`config.mk`:
```
export PLATFORM = sky130hd
export DESIGN_NAME = sp_ram_initiator
export DESIGN_NICKNAME = d
export VERILOG_FILES = /design/src/rtl/sp_ram_pkg.sv /design/src/rtl/sp_ram_initiator.sv
export SDC_FILE = /design/constraint.sdc
export NUM_CORES = 1
export LEC_CHECK = 0
export ABC_AREA = 1
export BUFFER_PORTS_ARGS = -buffer_cell sky130_fd_sc_hd__buf_2
export CELL_PAD_IN_SITES_DETAIL_PLACEMENT = 1
export CELL_PAD_IN_SITES_GLOBAL_PLACEMENT = 1
export CORE_MARGIN = 3
export CORE_UTILIZATION = 24
export CTS_CLUSTER_DIAMETER = 120
export DETAILED_ROUTE_END_ITERATION = 7
export PLACE_DENSITY_LB_ADDON = 0.05
export SYNTH_ARGS = -nofsm -noshare
export SYNTH_HDL_FRONTEND = slang
export SYNTH_SLANG_ARGS = --single-unit
```
`constraint.sdc`:
```
create_clock -name clk -period 1.7 [get_ports clk]
set_clock_uncertainty 0.15 [all_clocks]
set_input_delay 0.34 -clock clk [delete_from_list [all_inputs] [get_ports clk]]
set_output_delay 0.34 -clock clk [all_outputs]
set_load 0.005 [all_outputs]
```
`src/rtl/sp_ram_pkg.sv`:
```
// rtl/sp_ram_pkg.sv - shared types and constants for the single-port SRAM initiator
package sp_ram_pkg;

    typedef enum logic {
        INIT  = 1'b0,
        READY = 1'b1
    } sp_ram_state_e;

    // ram_ctrl width per macro family: EMA/EMAW macros vs RTSEL/WTSEL macros
    localparam int CTRL_W_EMA   = 5;
    localparam int CTRL_W_RTSEL = 4;

endpackage

```
`src/rtl/sp_ram_initiator.sv`:
```
// rtl/sp_ram_initiator.sv - req/gnt/rvalid bus to single-port SRAM macro access converter with clear engine
module sp_ram_initiator
    import sp_ram_pkg::*;
#(
    parameter int                 DW            = 32,
    parameter int                 AW            = 10,
    parameter int                 CTRL_W        = CTRL_W_EMA,
    parameter logic [CTRL_W-1:0]  RAM_CTRL_VAL  = CTRL_W'(5'b00010),
    parameter bit                 INIT_ON_RESET = 1'b1,
    parameter logic [DW-1:0]      INIT_VALUE    = '0
) (
    input  logic                clk,
    input  logic                rst,
    input  logic                req_i,
    output logic                gnt_o,
    input  logic [31:0]         addr_i,
    input  logic                we_i,
    input  logic [DW/8-1:0]     be_i,
    input  logic [DW-1:0]       wdata_i,
    output logic                rvalid_o,
    output logic [DW-1:0]       rdata_o,
    input  logic                init_req_i,
    output logic                init_done_o,
    output logic                ram_en_o,
    output logic                ram_we_o,
    output logic [DW/8-1:0]     ram_be_o,
    output logic [AW-1:0]       ram_addr_o,
    output logic [DW-1:0]       ram_wdata_o,
    input  logic [DW-1:0]       ram_rdata_i,
    output logic [CTRL_W-1:0]   ram_ctrl_o
);

    localparam int OFF = $clog2(DW/8);

    sp_ram_state_e   state_q, state_d;
    logic [AW-1:0]   init_cnt_q, init_cnt_d;
    logic            rvalid_q;
    logic            rd_pending_q;
    logic [DW-1:0]   hold_q;

    logic [31:0]     addr_word;
    logic            unused_addr;

    // Byte address to word address; bits above AW are dropped so accesses wrap
    assign addr_word   = addr_i >> OFF;
    assign unused_addr = ^addr_word[31:AW];

    always_comb begin
        gnt_o       = 1'b0;
        ram_en_o    = 1'b0;
        ram_we_o    = 1'b0;
        ram_be_o    = '0;
        ram_addr_o  = '0;
        ram_wdata_o = '0;
        state_d     = state_q;
        init_cnt_d  = init_cnt_q;
        if (state_q == INIT) begin
            ram_en_o    = 1'b1;
            ram_we_o    = 1'b1;
            ram_be_o    = '1;
            ram_addr_o  = init_cnt_q;
            ram_wdata_o = INIT_VALUE;
            init_cnt_d  = init_cnt_q + AW'(1);
            if (&init_cnt_q) begin
                state_d = READY;
            end
        end else begin
            gnt_o       = req_i & ~init_req_i;
            ram_en_o    = gnt_o;
            ram_we_o    = we_i;
            ram_be_o    = be_i;
            ram_addr_o  = addr_word[AW-1:0];
            ram_wdata_o = wdata_i;
            if (init_req_i) begin
                state_d    = INIT;
                init_cnt_d = '0;
            end
        end
    end

    always_ff @(posedge clk) begin
        if (rst) begin
            state_q      <= INIT_ON_RESET ? INIT : READY;
            init_cnt_q   <= '0;
            rvalid_q     <= 1'b0;
            rd_pending_q <= 1'b0;
            hold_q       <= '0;
        end else begin
            state_q      <= state_d;
            init_cnt_q   <= init_cnt_d;
            rvalid_q     <= gnt_o;
            rd_pending_q <= gnt_o & ~we_i;
            if (rd_pending_q) begin
                hold_q <= ram_rdata_i;
            end
        end
    end

    // Macro data is live only in the response cycle; afterwards the held copy is shown
    assign rdata_o     = rd_pending_q ? ram_rdata_i : hold_q;
    assign rvalid_o    = rvalid_q;
    assign init_done_o = (state_q == READY);
    assign ram_ctrl_o  = RAM_CTRL_VAL;

endmodule

```
==> summary.txt <==
Status
  • Status: finished, final reports clean

Global route
  • First-pass GRT wire length: 12,700 um
  • Met3 Usage GRT: 4.20%
  • Initial antenna violation count: 0
  • Largest net degree at the start of global routing: 33
  • Number of global-route vias before repair: 2,746
  • Gr busiest metal: met2
  • Grt met2 use: 25.3%
  • Overall Global Routing Usage: 13.8%
  • Grt met1 use: 16.0%
  • GRT overflow: 0

Route
  • Drt first-iter violations: 60
  • Vias post-DR: 2,768
  • Mean routed wirelength per cell: 12.7 um
  • DRT Pass-1 Iters: 4
  • DR DRC count: 0
  • Drt via density: 4.17
  • ANT nets after route: 0
  • Routed WL: 8450 um

Synthesis
  • Post-synthesis register bit count: 45
  • Area of the mapped netlist: 0.00234 mm2
  • YS warnings: 0
  • Synthesized area per cell: 6.29 um2
  • Distinct cells, synth: 27
  • Post-synthesis sequential area ratio: 38.5%
  • Post-synthesis cell count: 372

Placed design
  • Gpl congestion: 0.727
  • Placed insts: 651
  • Port Buffers: 165
  • Final HPWL from detailed placement: 6160 um

Timing
  • Maximum clock rate: 593 MHz
  • RSZ-0062 raised after global routing: yes
  • Final period util: 99.2%
  • Hold Slack: 0.0640 ns
  • Final count of hold timing violations: 0
  • Final setup fails: 0
  • Pins Over Slew Limit: 0
  • Clock period minus worst slack: 1.69 ns

Setup path
  • Worst reg-to-reg path cell count: 6
  • Slowest CP cell: dfxtp_4
  • Crit path from: rd_pending_q$_SDFF_PP0_
  • Reg-to-Reg End: init_cnt_q[8]$_SDFFE_PP0P_
  • CP Capture Point: rdata_o[3]
  • R2R Setup Slk: 0.31 ns
  • Critical path's most frequent cell: nand2_1
  • Critical path arrival: 1.20 ns
  • Crit-path cells: inv_8 -> clkbuf_16 -> nand2_1 -> nand2_1 -> buf_2
  • CP Class: flip-flop to primary output
  • CP peak stage delay: 0.43 ns
  • CP required: 1.21 ns
  • Origin of the critical flop-to-flop path: init_cnt_q[0]$_SDFFE_PP0P_
  • Crit start category: flip-flop
  • CP Capture Type: primary output
  • Critical path peak fanout: 8

Clock network
  • TritonCTS buffer count: 5
  • Clock Path Buffers: 2
  • Num Clock Sinks: 45
  • Clk slew on worst S/H paths: 0.09 ns
  • CTS Root Cell: clkbuf_8
  • Hold_buf cts: 0
  • Worst-Skew Late Latency: 0.29 ns
  • Htree depth: 2
  • TritonCTS clock tree: done

Power
  • Leak pwr: 0.00220 uW
  • Sequential share of power: 51.2%
  • Pint: 1620 uW
  • Clock share of power: 41.4%
  • Comb pwr share: 7.4%
  • Switching Share: 22.1%
  • Power Total: 2080 uW
  • Net switching power: 458 uW
  • VDD IR-drop max: 0.000346 V
  • Cell area power density: 565 mW/mm2

Cells and area
  • Layout area overhead: 56.9%
  • Share of cells above drive strength 1: 44.3%
  • N_diodes: 0
  • Fill count: 1,266
  • Flip-flop and latch area: 908 um2
  • Multi-input gate area: 0.00124 mm2
  • Fin nets: 640
  • Final cell count without fillers: 664

Floorplan
  • Core region area: 0.00937 mm2
  • Die Ht: 105 um
  • Die area: 0.0110 mm2
  • Die W: 105 um
  • Row count: 35
  • Starting density of the core: 25.0%
  • Ports: 193

Job
  • Max cap viols: 0

Hold path
  • Worst Hold Class: input pin to flip-flop
[per-layer routing]
metal  vias up  routed length, um
li1       1438                  -
met1      1218               3730
met2       105               4040
met3         7                606
met4         0                 74
met5         -                  0
[layout make-up]
| cell class | count | area share (%) |
|---|---|---|
| multi-input combinational | 256 | 33.8 |
| timing repair buffer | 176 | 28.3 |
| sequential | 45 | 24.7 |
| inverter | 50 | 5.45 |
| tap | 129 | 4.40 |
| clock buffer | 6 | 2.25 |
| clock inverter | 2 | 1.02 |
[worst min-delay path by stage]
stage                               start                 endpoint  slack [ns]  depth (start not counted)
finish                               we_i  rd_pending_q$_SDFF_PP0_        0.06                          2
global placement    hold_q[16]$_SDFF_PP0_    hold_q[16]$_SDFF_PP0_        0.31                          2
floorplan                            we_i  rd_pending_q$_SDFF_PP0_        0.27                          1
global route                         we_i  rd_pending_q$_SDFF_PP0_        0.06                          2
CTS                                  we_i  rd_pending_q$_SDFF_PP0_        0.05                          2
detailed placement   hold_q[1]$_SDFF_PP0_     hold_q[1]$_SDFF_PP0_        0.31                          2
[sequential cells by signal, indices dropped and copies added, names as in the netlist]
name	cells
rvalid_o	1
init_done_o	1
rd_pending_q	1
init_cnt_q	10
hold_q	32
[power groups by stage]
stage	logic [uW]	registers, uW	clock network, uW
after floorplan	49.2	1090	0
after global placement	149	1090	0
after detailed placement	153	1090	0
after CTS	154	1060	896
after global routing	173	1060	942
final	154	1060	858
[worst max-delay path: cells and delay by family (launching register included)]
kind	cells	cell delay (ns)
DFF	1	0.43
buffers and inverters	3	0.34
and+or+nand+nor	2	0.14
[synth_stat cells (all sizes together)]
| master | number | area [um2] |
|---|---|---|
| nand2 | 163 | 627 |
| inv | 50 | 193 |
| dfxtp | 45 | 901 |
| a21oi | 40 | 200 |
| buf | 21 | 125 |
| nor2 | 19 | 105 |
| o21ai | 13 | 72.6 |
| or2 | 5 | 31.3 |
| nand3 | 4 | 20.0 |
| clkbuf | 3 | 11.3 |
| nor3 | 3 | 15.0 |
| conb | 2 | 7.51 |
| nor4 | 2 | 12.5 |
| ha | 1 | 12.5 |
| nand4 | 1 | 6.26 |
[through the flow]
stage / setup slack (ns) / area, um2 / TNS, ns / util [%]
finish: 0.0141 / 3670 / 0 / 39.2
global route: -0.0497 / 3670 / -1.21 / 39.2
CTS: 0.00216 / 3430 / 0 / 36.6
detailed placement: 0.273 / 3300 / 0 / 35.2
global placement: 0.274 / 3300 / 0 / 35.2
floorplan: 0.330 / 2350 / 0 / -
[layout by cell type (no fill, tap or decap), types with 3 or more instances in the layout]
| master | n |
|---|---|
| nand3_1 | 4 |
| inv_1 | 45 |
| buf_12 | 4 |
| buf_4 | 3 |
| a21oi_1 | 40 |
| dfxtp_1 | 43 |
| or2_1 | 5 |
| clkbuf_16 | 3 |
| nand2_1 | 124 |
| clkbuf_8 | 6 |
| nor2_1 | 14 |
| conb_1 | 5 |
| inv_2 | 3 |
| o21ai_1 | 7 |
| buf_2 | 161 |
| nor3_1 | 3 |
| nand2_2 | 32 |
| buf_6 | 5 |
| o21ai_0 | 4 |
| nand2_4 | 7 |
[cell families after synthesis]
family / count (synthesis) / synth area share (%)
buffers and inverters: 74 / 14.1
AOI/OAI and AO/OA: 53 / 11.7
other: 2 / 0.321
and+or+nand+nor: 197 / 34.9
adders and majority gates: 1 / 0.535
DFF: 45 / 38.5
[timing repair]
item,CTS,global route
pin swaps,1,2
cloned,0,4
gates resized for setup,3,54
endpoints found under the setup margin,40,41
buffers inserted,1,0
Power figures use the tool's default switching activity.
